===== src/rtl/regfile_mp.sv =====
// Multi-read-port register file with write-through bypass, a debug port that
// the core write port pre-empts, and a post-reset zeroing sweep.
module regfile_mp #(
  parameter int XLEN           = 32,
  parameter int NREGS          = 32,
  parameter int AW             = $clog2(NREGS),
  parameter int NRD            = 2,
  parameter int ZERO_REG       = 1,
  parameter int CLEAR_ON_RESET = 1
) (
  input  logic                clk,
  input  logic                rst,
  input  logic                we_i,
  input  logic [AW-1:0]       waddr_i,
  input  logic [XLEN-1:0]     wdata_i,
  input  logic [NRD*AW-1:0]   raddr_i,
  output logic [NRD*XLEN-1:0] rdata_o,
  input  logic                dbg_req_i,
  input  logic                dbg_we_i,
  input  logic [AW-1:0]       dbg_addr_i,
  input  logic [XLEN-1:0]     dbg_wdata_i,
  output logic                dbg_ack_o,
  output logic [XLEN-1:0]     dbg_rdata_o,
  output logic                clr_busy_o
);

  typedef enum logic {CLEAR = 1'b0, RUN = 1'b1} main_state_e;
  typedef enum logic {D_IDLE = 1'b0, D_ACK = 1'b1} dbg_state_e;

  main_state_e     main_q;
  dbg_state_e      dbg_q;
  logic [AW-1:0]   clr_cnt_q;
  logic            clr_busy_q;
  logic            dbg_ack_q;
  logic [XLEN-1:0] dbg_rdata_q;
  logic [XLEN-1:0] regs_q [NREGS];

  logic            wr_zero_s;
  logic            dbg_zero_s;
  logic            core_wr_s;
  logic            clr_wr_s;
  logic            dbg_grant_s;
  logic            dbg_wr_s;
  logic [XLEN-1:0] dbg_rd_s;

  assign wr_zero_s   = (ZERO_REG != 0) && (waddr_i == '0);
  assign dbg_zero_s  = (ZERO_REG != 0) && (dbg_addr_i == '0);
  assign core_wr_s   = (main_q == RUN) && we_i && !wr_zero_s;
  assign clr_wr_s    = (main_q == CLEAR) && !rst;
  // A core write always wins: debug is only granted on a cycle with we_i low.
  assign dbg_grant_s = (dbg_q == D_IDLE) && (main_q == RUN) && dbg_req_i && !we_i;
  assign dbg_wr_s    = dbg_grant_s && dbg_we_i && !dbg_zero_s && !rst;
  assign dbg_rd_s    = dbg_zero_s ? '0 : regs_q[dbg_addr_i];

  // Main sweep FSM and debug handshake FSM with their registered outputs.
  always_ff @(posedge clk) begin
    if (rst) begin
      main_q      <= (CLEAR_ON_RESET != 0) ? CLEAR : RUN;
      clr_cnt_q   <= '0;
      clr_busy_q  <= (CLEAR_ON_RESET != 0);
      dbg_q       <= D_IDLE;
      dbg_ack_q   <= 1'b0;
      dbg_rdata_q <= '0;
    end else begin
      case (main_q)
        CLEAR: begin
          clr_cnt_q <= clr_cnt_q + AW'(1);
          if (clr_cnt_q == AW'(NREGS - 1)) begin
            main_q     <= RUN;
            clr_busy_q <= 1'b0;
          end
        end
        RUN: begin
          clr_busy_q <= 1'b0;
        end
        default: begin
          main_q     <= CLEAR;
          clr_cnt_q  <= '0;
          clr_busy_q <= 1'b1;
        end
      endcase

      case (dbg_q)
        D_IDLE: begin
          if (dbg_grant_s) begin
            dbg_q     <= D_ACK;
            dbg_ack_q <= 1'b1;
            if (!dbg_we_i) begin
              dbg_rdata_q <= dbg_rd_s;
            end
          end else begin
            dbg_ack_q <= 1'b0;
          end
        end
        D_ACK: begin
          dbg_q     <= D_IDLE;
          dbg_ack_q <= 1'b0;
        end
        default: begin
          dbg_q     <= D_IDLE;
          dbg_ack_q <= 1'b0;
        end
      endcase
    end
  end

  // Storage array; the three write sources are mutually exclusive by construction.
  always_ff @(posedge clk) begin
    if (clr_wr_s) begin
      regs_q[clr_cnt_q] <= '0;
    end else if (core_wr_s) begin
      regs_q[waddr_i] <= wdata_i;
    end else if (dbg_wr_s) begin
      regs_q[dbg_addr_i] <= dbg_wdata_i;
    end
  end

  for (genvar p = 0; p < NRD; p++) begin : g_rd
    logic [AW-1:0]   ra_s;
    logic [XLEN-1:0] rd_s;

    assign ra_s = raddr_i[p*AW +: AW];

    // Read mux: zero register, then sweep, then bypass, then array.
    always_comb begin
      if ((ZERO_REG != 0) && (ra_s == '0)) begin
        rd_s = '0;
      end else if (main_q == CLEAR) begin
        rd_s = '0;
      end else if (we_i && (waddr_i == ra_s) && !wr_zero_s) begin
        rd_s = wdata_i;
      end else begin
        rd_s = regs_q[ra_s];
      end
    end

    assign rdata_o[p*XLEN +: XLEN] = rd_s;
  end

  assign dbg_ack_o   = dbg_ack_q;
  assign dbg_rdata_o = dbg_rdata_q;
  assign clr_busy_o  = clr_busy_q;

endmodule


===== config.mk =====
export PLATFORM = sky130hd
export DESIGN_NAME = regfile_mp
export DESIGN_NICKNAME = d
export VERILOG_FILES = /design/src/rtl/regfile_mp.sv
export SDC_FILE = /design/constraint.sdc
export NUM_CORES = 2
export LEC_CHECK = 0
export ABC_AREA = 0
export CAP_MARGIN = 20
export CORE_AREA = 4 4 336 371
export CTS_BUF_LIST = sky130_fd_sc_hd__clkbuf_4 sky130_fd_sc_hd__clkbuf_8
export DETAILED_ROUTE_END_ITERATION = 6
export DIE_AREA = 0 0 340 375
export HOLD_SLACK_MARGIN = 0.15
export PLACE_DENSITY = 0.69
export SETUP_SLACK_MARGIN = 0.2
export SYNTH_ARGS = -nofsm -noshare
export SYNTH_HDL_FRONTEND = slang
export SYNTH_SLANG_ARGS = --single-unit

===== constraint.sdc =====
create_clock -name clk -period 4.4 [get_ports clk]
set_input_delay 0.88 -clock clk [delete_from_list [all_inputs] [get_ports clk]]
set_output_delay 0.88 -clock clk [all_outputs]
set_load 0.05 [all_outputs]

Word-level counts from Yosys, hierarchy flattened --
Memory sizes are Yosys's and may differ from the RTL's. Index checks and enable logic that the tools add are counted. Widths: inputs -> output; s select.
Storage, ports and cells: output and inout port bits 98, flip-flop bits (word level) 40, memories 1, bits of input ports 89, memory bits (read-only) 0, bits in latches 0, memory bits (writable) 1024, logic and storage cells 66
Memory list:
- regs_q | depth 32, width 32, read ports 3, clocked after memory_dff 0, write ports 1, RTL line 36 | logic [XLEN-1:0] regs_q [NREGS];
Operators by class: order comparisons 0, shift operators 0, equality and inequality tests 4, muxes and demuxes 28, bitwise logic cells 3, $add $sub $neg 1, div/mod/pow operators 0, multiply operators 0, reduce and logical (&&, ||, !) cells 24
Operators with widths (number):
- $mux 32 | 9
- $reduce_or 32->1 | 2
- $logic_not 5->1 | 4
- $mux 1 | 15
- $logic_and 1x1->1 | 13
- $eq 5x5->1 | 2
- $mux 5 | 2
- $add 5x1->5 const B | 1
- $eq 5x5->1 const B | 1
- $logic_not 1->1 | 4
- $pmux 1 s2 | 2
- $not 1->1 | 3
- $reduce_and 3->1 | 1
- $ne 2x2->1 const B | 1

Longest topological paths before layout --
depth after elaboration 13, gate-level depth with buffers 10, depth with buffers taken out 6

Worst setup path after synthesis --
No wires, ideal clock.
kind input port to output port, start input port raddr_i[0], end output port rdata_o[30], arrival time 3.305 ns, data required time 3.520 ns, stages on the path 9, path slack 0.215 ns, buffers on the path 4, cell sequence buf_4 > buf_6 > buf_4 > buf_4 > mux2i_1 > a22oi_1 > o2111ai_1 > and3_1 > a211oi_1
Between the ends: longest elaborated chain between the ends 6, elaborated cells between the ends (all ways) 8, classes of those cells 1 x eq/ne; 3 x mux; 3 x reduce/logical; 1 x memory
RTL lines:
- start, declared | RTL line 16 | input logic [NRD*AW-1:0] raddr_i,
- branches (longest 5 deep; another with $mem_v2 32x32)
- $mux 32 (*) | RTL line 126 | if ((ZERO_REG != 0) && (ra_s == '0)) begin
- end, declared | RTL line 17 | output logic [NRD*XLEN-1:0] rdata_o,
Mark *: on every way between the ends.

Final worst setup path --
start input port raddr_i[7], end output port rdata_o[58]
Same word-level chain as after synthesis.

==> impl_results.md <==
* Status: finished with violations
* Failing checks: DRC
* Global route total overflow at 0
* Final setup fails at 0
* Worst-Margin Slew at around 1200 ps
* Ranking of synthesized cells by area: edfxtp_1 (51%), mux4_2 (15%), mux2i_1 (14%), a221oi_1 (3.7%), a22oi_1 (1.6%)
* Synth Flop Type: edfxtp_1
* CP delay by family, top: buffers and inverters
* Nets at 4408
* Root Buffer: clkbuf_8
* Clock skew at about 45 ps
* CTS Buf Count at 182
* Vias/cell at 7.38
* Reg clk slew, reported paths at 60 ps
* Core ar. at 0.121 mm^2
* Postcts setup bufs at 0
* Total GRT Usage at 35.5%
* CP cell instances: buf_4 -> nor2b_4 -> buf_12 -> a221oi_1 -> a21oi_1 -> o32ai_2 -> buf_4 -> a22o_1 -> buf_12
* Grt peak-use layer: met2
* Crit path largest cell delay at 670 ps
* DR WL/cell at 38.0 um
* Die height at between 300 and 400 um
* Switching share of power at between 20% and 30%
* Hold Path Class: in -> reg
* Final Max Tran Viols at 0
* Setup_tns at 0 ps
* Mapped Nets at 4053
* GR Util met1 at between 40% and 50%
* Max_slew headroom at 18.2%
* Pwr dens at 334 mW/mm^2
* Max VDD drop at 0.227 mV
* Synth Warn # at 0
* GR Util met2 at between 50% and 60%
* Skew-Pair Late Insertion Delay at 930 ps
* Critical-path maximum fanout at 25
* Worst hold margin at approximately 400 ps
* EDFF count, synth at about 1.0k
* FFs w/ async S/R, synth at 0%
* Met3 Usage GRT at around an eighth
* Worst setup SP type: input pin
* Flops & latches, synth at 1064
* Dpl hpwl at 144000 um
* R2r setup slk at 920 ps
* Worst path required time at ~3500 ps
* Total number of vias at 45.0k
* Initial antenna violation count at 7
* Clock share of power at roughly 41%
* RSZ-0062 raised after global routing: no
* Final period utilization at 95.4%
* Max-cap violations at 0
* Logic pwr share at 11.9%
* CP max stage cell: nor2b_4
* P_leak at 0.0241 uW
* Crit path buffers/inverters at 4
* Sequential Power Share at between 40% and 50%
* Int Pwr at approximately 18000 uW
* Register area share after synthesis at 52.6%
* Post-Syn Area at about 0.060 mm^2
* CTS sink cnt at 1064
* Share of the synthesized area in the top cell type at 51.3%
* Port bufs at 186
* Largest net degree at the start of global routing at between 90 and 100
* CTS tree: built
* Starting Density at between 40% and 50%
* Post-DRT Antenna Nets at 0
* Share of cells above drive strength 1 at roughly 28%
* Rows at 134
* Final Critical Period at 4200 ps
* Post-synth top area cell: edfxtp_1
* Max Freq at 0.238 GHz
* Clk buf depth at 3
* Final hold viol count at 0
* WP data arrival at 3320 ps
* Unique masters post-synth at 70
* Area growth from synthesis to layout at 18.1%
* Die Footprint at 0.128 mm^2
* GPL Wtd Cong at about 0.94
* Residual DRC at 2
* Switching Power at 5950 uW
* Worst setup path category: in -> out
* Initial DRC Count at 7287
* Die Width at 340 um
* First-pass GRT wire length at 322000 um
* Post-Syn Instances at 3962
* CP endpoint kind: output port
* Routed wire length at 232000 um
* Max H-tree Level at 4
* Syn Area/Cell at around 15 um^2
* Number of global-route vias before repair at around 44k
* DRT Pass-1 Iters at 7
* Count of boundary I/O pins at 187
registers in the layout, indices dropped and copies added, names as in the netlist:
name and flops:
dbg_ack_o 1, main_q 1, clr_busy_o 1, regs_q 1024
dbg_rdata_o 32, clr_cnt_q 5
cells in the mapped netlist (5+ instances only):
master	instances
a2111o_1	14
a211oi_1	17
a21oi_1	171
a221oi_1	251
a221oi_2	5
a22o_1	110
a22oi_1	131
buf_1	11
buf_12	9
buf_2	93
buf_4	66
buf_6	29
clkbuf_1	173
dfxtp_1	40
edfxtp_1	1024
mux2_2	20
mux2i_1	816
mux4_1	13
mux4_2	389
nand2_1	30
nand2b_1	133
nand3_1	5
nor2_1	129
nor2b_1	29
nor3_1	6
o21ai_0	86
o221ai_1	5
o22ai_1	16
o32ai_1	61
xor2_1	9
worst paths after layout:
path | start | endpoint | cells past startpoint
setup / recovery | raddr_i[7] | rdata_o[58] | 9
hold / removal | dbg_addr_i[4] | dbg_rdata_o[14] | 3
setup reg to reg | main_q | regs_q[0][25] | 7
hold reg to reg | dbg_rdata_o[29] | dbg_rdata_o[29] | 2
power groups by stage:
stage | clock network, uW | logic [uW] | registers (uW)
6_report | 9790 | 2830 | 11100
5_1_grt | 10300 | 2880 | 11100
2_1_floorplan | 0 | 1610 | 11300
3_5_place_dp | 0 | 2720 | 11300
4_1_cts | 9830 | 2730 | 11100
3_3_place_gp | 0 | 2710 | 11300
cell families after synthesis:
group | after synthesis | synth area share (%)
buffers and inverters | 389 | 3.67
AND/OR/NAND/NOR | 364 | 3.18
adder cells (fa/ha/maj) | 2 | 0.0417
flip-flops | 1064 | 52.6
multiplexers | 1239 | 29.2
XOR/XNOR | 13 | 0.190
AO/OA/AOI/OAI | 891 | 11.1
stage by stage:
step | instances | utilization, % | area, um^2 | power, uW | worst slack, ps
2_1_floorplan | 3962 | - | 60000 | 12900 | 215
3_3_place_gp | 5764 | 55.3 | 66800 | 14000 | 146
3_5_place_dp | 5764 | 55.3 | 66800 | 14000 | 186
4_1_cts | 6100 | 58.5 | 70800 | 23600 | 207
5_1_grt | 6102 | 58.6 | 70800 | 24200 | 206
6_report | 6103 | 58.6 | 70800 | 23700 | 203
area by class of cell:
type / count / area (um^2)
Timing Repair Buffer: 554 / 6580
Fill cell: 9308 / 50000
Clock buffer: 266 / 3290
Clock inverter: 70 / 679
Multi-Input combinational cell: 2509 / 26700
Sequential cell: 1064 / 31600
Antenna cell: 2 / 5.00
Inverter: 6 / 27.5
Tap cell: 1632 / 2040
repair_timing:
item,CTS,global route
hold buffers,0,0
pin swaps,0,1
gates cloned,0,1
endpoints found under the setup margin,17,8
gates resized for setup,2,6
tightest hold or removal path, stage by stage:
cell      delay, ps
buf_2           170
nand2b_1        130
a21oi_1          70
metal layers:
| layer | vias to the layer above | wire length [um] |
|---|---|---|
| met5 | - | 86 |
| met4 | 10 | 15600 |
| met3 | 917 | 35300 |
| met2 | 3959 | 101000 |
| met1 | 22644 | 80100 |
| li1 | 17492 | - |
cell usage in the layout (no fill, tap or decap), types with 40 or more instances in the layout:
master           instances
edfxtp_1              1024
mux2i_1                816
mux4_2                 389
buf_4                  269
a221oi_1               251
clkbuf_8               207
a21oi_1                169
buf_12                 166
nand2b_1               132
a22oi_1                131
a22o_1                 110
clkdlybuf4s50_1        106
nor2_1                  91
o21ai_0                 86
clkbuf_4                59
o32ai_1                 56
dfxtp_1                 40
Power figures use the tool's default switching activity.
